==> config.mk <==
export PLATFORM = sky130hd
export DESIGN_NAME = fc_vector_feeder
export DESIGN_NICKNAME = d
export VERILOG_FILES = /design/src/rtl/fc_pkg.sv /design/src/rtl/fc_lane_packer.sv /design/src/rtl/fc_vector_feeder.sv
export SDC_FILE = /design/constraint.sdc
export NUM_CORES = 1
export LEC_CHECK = 0
export BUFFER_PORTS_ARGS = -buffer_cell sky130_fd_sc_hd__buf_2
export CAP_MARGIN = 20
export CORE_MARGIN = 4
export CORE_UTILIZATION = 54
export DETAILED_ROUTE_END_ITERATION = 8
export MAX_ROUTING_LAYER = met4
export PLACE_DENSITY = 0.86
export SYNTH_ARGS = -nofsm -noshare
export SYNTH_HDL_FRONTEND = slang
export SYNTH_HIERARCHICAL = 1
export SYNTH_SLANG_ARGS = --single-unit
==> constraint.sdc <==
create_clock -name clk -period 4.2 [get_ports clk]
set_input_delay 0.63 -clock clk [delete_from_list [all_inputs] [get_ports clk]]
set_output_delay 0.63 -clock clk [all_outputs]
set_load 0.05 [all_outputs]
==> src/rtl/fc_pkg.sv <==
// fc_pkg: shared defaults, FSM state type and index-width helper for the FC vector feeder
package fc_pkg;

    localparam int FC_DATA_W = 8;
    localparam int FC_N_ELEM = 8;

    typedef enum logic [1:0] {
        FILL,
        ISSUE,
        CAPT,
        HOLD
    } fc_state_t;

    function automatic int fc_idx_w(input int n);
        return (n > 1) ? $clog2(n) : 1;
    endfunction

    localparam int FC_IDX_W = fc_idx_w(FC_N_ELEM);

endpackage

==> src/rtl/fc_lane_packer.sv <==
// fc_lane_packer: serial-to-parallel packer writing one DATA_W lane of a vector register per enable
module fc_lane_packer
    import fc_pkg::*;
#(
    parameter int DATA_W = FC_DATA_W,
    parameter int N_ELEM = FC_N_ELEM,
    parameter int IDX_W  = fc_idx_w(N_ELEM)
) (
    input  logic                     clk,
    input  logic                     rst_n,
    input  logic                     i_we,
    input  logic [IDX_W-1:0]         i_idx,
    input  logic [DATA_W-1:0]        i_data,
    output logic [N_ELEM*DATA_W-1:0] o_vec
);

    logic [N_ELEM*DATA_W-1:0] r_vec;

    // write the addressed lane only on an accepted element; all other lanes hold
    always_ff @(posedge clk or negedge rst_n) begin
        if (!rst_n) begin
            r_vec <= '0;
        end else if (i_we) begin
            r_vec[i_idx*DATA_W +: DATA_W] <= i_data;
        end
    end

    assign o_vec = r_vec;

endmodule

==> src/rtl/fc_vector_feeder.sv <==
// fc_vector_feeder: collects N_ELEM pixel/weight pairs, presents them to a neuron and captures its result
module fc_vector_feeder
    import fc_pkg::*;
#(
    parameter int DATA_W = FC_DATA_W,
    parameter int N_ELEM = FC_N_ELEM
) (
    input  logic                     clk,
    input  logic                     rst_n,
    input  logic                     in_valid,
    output logic                     in_ready,
    input  logic [DATA_W-1:0]        in_pixel,
    input  logic [DATA_W-1:0]        in_weight,
    output logic [N_ELEM*DATA_W-1:0] nrn_pixels,
    output logic [N_ELEM*DATA_W-1:0] nrn_weight,
    input  logic [DATA_W-1:0]        nrn_result,
    output logic                     out_valid,
    input  logic                     out_ready,
    output logic [DATA_W-1:0]        out_data,
    output logic                     busy
);

    localparam int               IDX_W = fc_idx_w(N_ELEM);
    localparam logic [IDX_W-1:0] LAST  = IDX_W'(N_ELEM - 1);

    fc_state_t          r_state;
    logic [IDX_W-1:0]   r_idx;
    logic               r_out_valid;
    logic [DATA_W-1:0]  r_out_data;
    logic               w_accept;

    assign in_ready  = (r_state == FILL);
    assign w_accept  = in_valid && in_ready;
    assign busy      = !((r_state == FILL) && (r_idx == '0));
    assign out_valid = r_out_valid;
    assign out_data  = r_out_data;

    fc_lane_packer #(
        .DATA_W (DATA_W),
        .N_ELEM (N_ELEM),
        .IDX_W  (IDX_W)
    ) u_pix_packer (
        .clk    (clk),
        .rst_n  (rst_n),
        .i_we   (w_accept),
        .i_idx  (r_idx),
        .i_data (in_pixel),
        .o_vec  (nrn_pixels)
    );

    fc_lane_packer #(
        .DATA_W (DATA_W),
        .N_ELEM (N_ELEM),
        .IDX_W  (IDX_W)
    ) u_wgt_packer (
        .clk    (clk),
        .rst_n  (rst_n),
        .i_we   (w_accept),
        .i_idx  (r_idx),
        .i_data (in_weight),
        .o_vec  (nrn_weight)
    );

    // sequencer: fill lanes, give the neuron one cycle to register, capture its result, hold until taken
    always_ff @(posedge clk or negedge rst_n) begin
        if (!rst_n) begin
            r_state     <= FILL;
            r_idx       <= '0;
            r_out_valid <= 1'b0;
            r_out_data  <= '0;
        end else begin
            case (r_state)
                FILL: begin
                    if (w_accept) begin
                        r_idx   <= (r_idx == LAST) ? '0 : r_idx + 1'b1;
                        r_state <= (r_idx == LAST) ? ISSUE : FILL;
                    end
                end
                ISSUE: begin
                    r_state <= CAPT;
                end
                CAPT: begin
                    r_out_data  <= nrn_result;
                    r_out_valid <= 1'b1;
                    r_state     <= HOLD;
                end
                HOLD: begin
                    if (out_ready) begin
                        r_out_valid <= 1'b0;
                        r_state     <= FILL;
                    end
                end
                default: begin
                    r_state <= FILL;
                end
            endcase
        end
    end

endmodule

## Word-level counts from Yosys, hierarchy flattened

Cells that the tools add are included.
W data, S select, Z words.

| storage, ports and cells | value |
|---|---|
| register bits | 142 |
| output and inout bits | 139 |
| word-level logic and storage cells | 35 |

| operators by class | value |
|---|---|
| $add $sub $neg | 2 |
| equality and inequality tests | 6 |
| shifts and indexed selects | 3 |
| mux-type cells | 9 |
| reductions and logical operators | 9 |

Operator list:

| cell | number |
|---|---|
| $bwmux W64 | 2 |
| $shiftx A8 B34 Y64 | 2 |
| $shift A8 B34 Y64 const A | 1 |
| $neg A6 Y34 | 1 |
| $pmux W2 S4 | 1 |
| $reduce_and A2 Y1 | 3 |
| $eq A2 B2 Y1 const B | 2 |
| $mux W2 | 2 |
| $add A3 B1 Y3 const B | 1 |
| $eq A3 B3 Y1 const B | 1 |
| $logic_not A3 Y1 | 1 |
| $mux W3 | 1 |
| $eq A2 B1 Y1 const B | 1 |
| $logic_and A1 B1 Y1 | 2 |
| $logic_not A2 Y1 | 1 |
| $mux W1 | 2 |
| $ne A2 B1 Y1 const B | 1 |
| $ne A2 B2 Y1 const B | 1 |
| $pmux W1 S2 | 1 |
| $reduce_bool A2 Y1 | 1 |
| $logic_not A1 Y1 | 1 |

## Longest topological paths before layout

| depth | value |
|---|---|
| depth in word-level cells | 4 |
| mapped depth | 9 |
| gate-level depth less buffers | 7 |

## By module

Netlist, hierarchy kept.

By module, submodules not included:

| module | times used | cells each | area each (um^2) | sequential area each (um^2) |
|---|---|---|---|---|
| fc_lane_packer at u_pix_packer | 1 | 207 | 2849.0 | 1601.5 |
| fc_lane_packer at u_wgt_packer | 1 | 212 | 2816.5 | 1601.5 |
| fc_vector_feeder | 1 | 51 | 678.2 | 350.3 |

## Least setup slack after synthesis

Ideal clock, no wire load.

| timing path | value |
|---|---|
| path kind | register to register |
| start | reg r_idx[0] |
| end | reg u_wgt_packer.r_vec[48], in the netlist u_wgt_packer/o_vec[48] |
| library setup time | 0.125 ns |
| data arrival time | 2.418 ns |
| path slack | 1.657 ns |
| stages on the path, launching flop included | 9 |
| buffers on the path | 2 |
| path through | dfrtp_1 inv_1 ha_1 ha_1 buf_2 nand3b_4 or4_1 buf_4 mux2_4 |

| on the way | value |
|---|---|
| cells in the longest elaborated chain, start to end | 3 |
| elaborated cells between the ends (all ways) | 4 |
| those cells by class | 1 x add/sub; 2 x shift; 1 x mux |

Ends and longest elaborated chain:

| what | line | source |
|---|---|---|
| from (decl) | fc_vector_feeder.sv:27 | `logic [IDX_W-1:0] r_idx;` |
| from (signal assigned) | fc_vector_feeder.sv:75 | `r_idx <= (r_idx == LAST) ? '0 : r_idx + 1'b1;` |
| $neg A6 Y34 * | fc_lane_packer.sv:24 | `r_vec[i_idx*DATA_W +: DATA_W] <= i_data;` |
| $shiftx A8 B34 Y64 or $shift A8 B34 Y64 (tied branches) | fc_lane_packer.sv:24 |  |
| $bwmux W64 * | fc_lane_packer.sv:24 |  |
| to (signal, indexed assignment) | fc_lane_packer.sv:24 |  |
| to (decl) | fc_lane_packer.sv:17 | `logic [N_ELEM*DATA_W-1:0] r_vec;` |

Mark *: on every way between the ends. The rest lies on a longest branch, timed or not.
A chain may end at the register's enable or synchronous reset.

## Worst setup path after layout

| timing path | value |
|---|---|
| start | reg r_idx[1] |
| end | reg u_wgt_packer.r_vec[20], in the netlist u_wgt_packer/o_vec[20] |

The elaborated chain is that of the path after synthesis.

==> flow_metrics.py <==
metrics = {
    "status": {
        "run_status": "finished clean",
    },
    "synth": {
        "synth-main-ff-cell": "dfrtp_1",
        "post_synth_main_area_contributors": "dfrtp_1, mux2_2, mux2_4",
        "yosys_warnings": 6,
        "synth_top_area_cell": "dfrtp_1",
        "synth_edf_count": 0,
        "synth_area_sq_um": 6340,
        "mappedNetlistNets": 511,
        "syn_area_per_cell_sq_um": 13.5,
        "synth-async-reset-ratio_pct": 100,
        "netlist_instances": 470,
        "seq_area_frac_synth_pct": 56.0,
        "netlist.area_leader.share_pct": 56.0,
        "ys_types": 43,
        "ys_ff_latch": 142,
    },
    "clock_tree": {
        "clkTransAtPathRegs_ns": 0.06,
        "post_cts_hold_buffer_count": 0,
        "cts_made_buffers": 17,
        "cts_tree": "built",
        "ctsHtreeMaxLevel": 4,
        "ctsLongestPathBuffers": 2,
        "numClockSinks": 142,
        "clock_tree_root_buffer_cell": "clkbuf_16",
        "postCtsSetupBuffers": 0,
        "gates_resized_cts_repair": 0,
        "clk_latency_ns": 0.41,
    },
    "setup_path": {
        "crit_required_ns": 4.49,
        "critPathMaxFanout": 16,
        "rrSetupSlack_ns": 1.16,
        "worstPathArrival_ns": 3.34,
        "criticalPathCategory": "flip-flop to flip-flop",
        "setup.worst_path.start": "r_idx[1]",
        "worst_setup_path_start_kind": "flip-flop",
        "worstReg2RegStart": "r_idx[1]",
        "cp-end-kind": "flip-flop",
    },
    "floorplan": {
        "core_region_area_sq_um": 11500,
        "design.portCount": 167,
        "fp.dieArea_sq_um": 13500,
        "dieWidth_um": 116,
        "std_cell_rows": 39,
        "die_height_um": 116,
        "initial_core_util_pct": 55.3,
    },
    "drt": {
        "routedLengthMet1_um": 6060,
        "drt-pass1-iter-count": 5,
        "detail_route.wirelength_um": 14800,
        "wl_met2_um": 7520,
        "wire_per_inst_um": 18.7,
        "dr_wl_met3_um": 1010,
        "ant_nets": 0,
        "post-route-drc-count": 0,
        "vias": 4360,
        "top_layer_used": "met4",
        "detail_route.iter0.violations": 250,
        "detail_route.vias_per_cell": 5.49,
    },
    "grt": {
        "via_count_of_the_first_global_routing_pass": 4566,
        "grt_antenna_before_repair": 0,
        "grt_usage_pct": 23.8,
        "grt_max_degree": 116,
        "grt_first_pass_wirelength_um": 23800,
        "grt_remaining_overflow": 0,
    },
    "timing": {
        "worst_pin_slew_ns": 0.844,
        "timing.final.max_slew_violations": 0,
        "timing_hold_violations_final": 0,
        "rsz0062_at_grt": "no",
        "max_slew_margin_pct": 43.6,
        "fmax_mhz": 329,
        "setup_viol_count_final": 0,
        "fin_tns_setup_ns": 0,
        "finalCritPeriodShare_pct": 72.5,
        "worst_clock_skew_ns": 0.00556,
        "finalCriticalPeriod_ns": 3.04,
    },
    "placement": {
        "dp_hpwl_um": 10600,
        "place_congestion": 0.810,
        "dp.cells": 762,
        "port-buffer-count": 166,
    },
    "final_layout": {
        "final_cells": 794,
        "antenna-diode-count": 0,
        "layout-area-overhead-vs-synth_pct": 24.2,
        "final_layout_size_suffix_gt1_share_pct": 48.7,
        "nNetsFinal": 680,
    },
    "job": {
        "maxCapViolations": 0,
    },
    "hold_path": {
        "kind_of_path_behind_the_tightest_hold_check": "input port to asynchronous set/reset pin",
    },
}
## area by class of cell
| class | instances | area (sq um) |
|---|---|---|
| Multi-Input combinational cell | 279 | 2570 |
| Inverter | 29 | 109 |
| Tap cell | 143 | 179 |
| Sequential cell | 142 | 3550 |
| Timing Repair Buffer | 170 | 887 |
| Clock inverter | 7 | 85.1 |
| Fill cell | 820 | 3590 |
| Clock buffer | 24 | 492 |
## logic make-up (layout without fill, tap and decap cells)
logic type	Yosys count	after routing	share of synthesized area, %
flip-flops	142	142	56.0
multiplexers	117	117	22.4
buffers and inverters	49	230	3.45
AO/OA/AOI/OAI	51	51	5.48
adder cells (fa/ha/maj)	13	13	2.56
AND/OR/NAND/NOR	98	98	10.0
## layout by cell type (no fill, tap or decap), drive strengths merged
cell / n
buf: 170
dfrtp: 142
mux2: 103
inv: 29
o21ai: 25
clkbuf: 24
nand2: 22
nor2: 17
mux2i: 14
ha: 13
and2: 13
o41ai: 13
o31ai: 10
nor2b: 8
nand2b: 8
nand3b: 8
clkinv: 5
nor3b: 5
or4: 4
and3: 3
bufinv: 2
nor3: 2
nand3: 2
nand4b: 1
or3: 1
a21oi: 1
o22ai: 1
o2111ai: 1
and4bb: 1
nor4: 1
nor4b: 1
nand4: 1
## path summary, 6_finish.rpt
kind | to | cells after the start
setup / recovery | u_wgt_packer/o_vec[20] | 6
hold / removal | u_wgt_packer/o_vec[48] | 1
setup reg to reg | u_wgt_packer/o_vec[20] | 6
hold reg to reg | out_data[1] | 1
max in group asynchronous | u_wgt_packer/o_vec[7] | 2
min in group clk | out_data[2] | 2
## critical path, stage by stage (launching register included)
cell,delay (ns)
dfrtp_1,0.46
inv_1,0.07
ha_1,0.21
ha_1,0.64
nand3_2,0.37
or4_1,0.77
mux2_4,0.39
## routing by layer
layer  GRT usage [%]  vias to the layer above
li1                -                     1992
met1            29.1                     2185
met2            38.4                      162
met3            5.80                       21
met4            9.20                        0
met5               -                        -
## sequential cells by signal (all words and copies together) (netlist names)
register,flops
u_wgt_packer/o_vec,64
u_pix_packer/o_vec,64
out_data,8
out_valid,1
r_idx,3
r_state,2
## per-stage QoR
step           util [%]  worst slack, ns  area [sq um]  hold WS, ns
4_1_cts            68.4             1.17          7850        0.412
5_1_grt            68.7            0.952          7880        0.158
2_1_floorplan         -             1.66          6340        0.334
3_5_place_dp       63.4             1.19          7270        0.487
6_report           68.7             1.16          7880        0.143
3_3_place_gp       63.4             1.35          7270        0.482
## cell usage after synthesis (3+ instances only)
| cell | number |
|---|---|
| mux2i_1 | 14 |
| buf_4 | 3 |
| inv_1 | 29 |
| or4_1 | 3 |
| nand3b_1 | 5 |
| mux2_2 | 70 |
| nand2_1 | 21 |
| o31ai_1 | 10 |
| nor3b_1 | 5 |
| dfrtp_1 | 142 |
| mux2_4 | 33 |
| clkbuf_1 | 7 |
| and2_1 | 13 |
| o21ai_0 | 24 |
| and3_1 | 3 |
| ha_1 | 13 |
| o41ai_1 | 13 |
| nor2_1 | 17 |
| nor2b_1 | 7 |
| nand2b_1 | 6 |
| buf_2 | 7 |
Power is not shown: default switching activity piles up to over one toggle a cycle in this logic, so the estimate is an artifact.
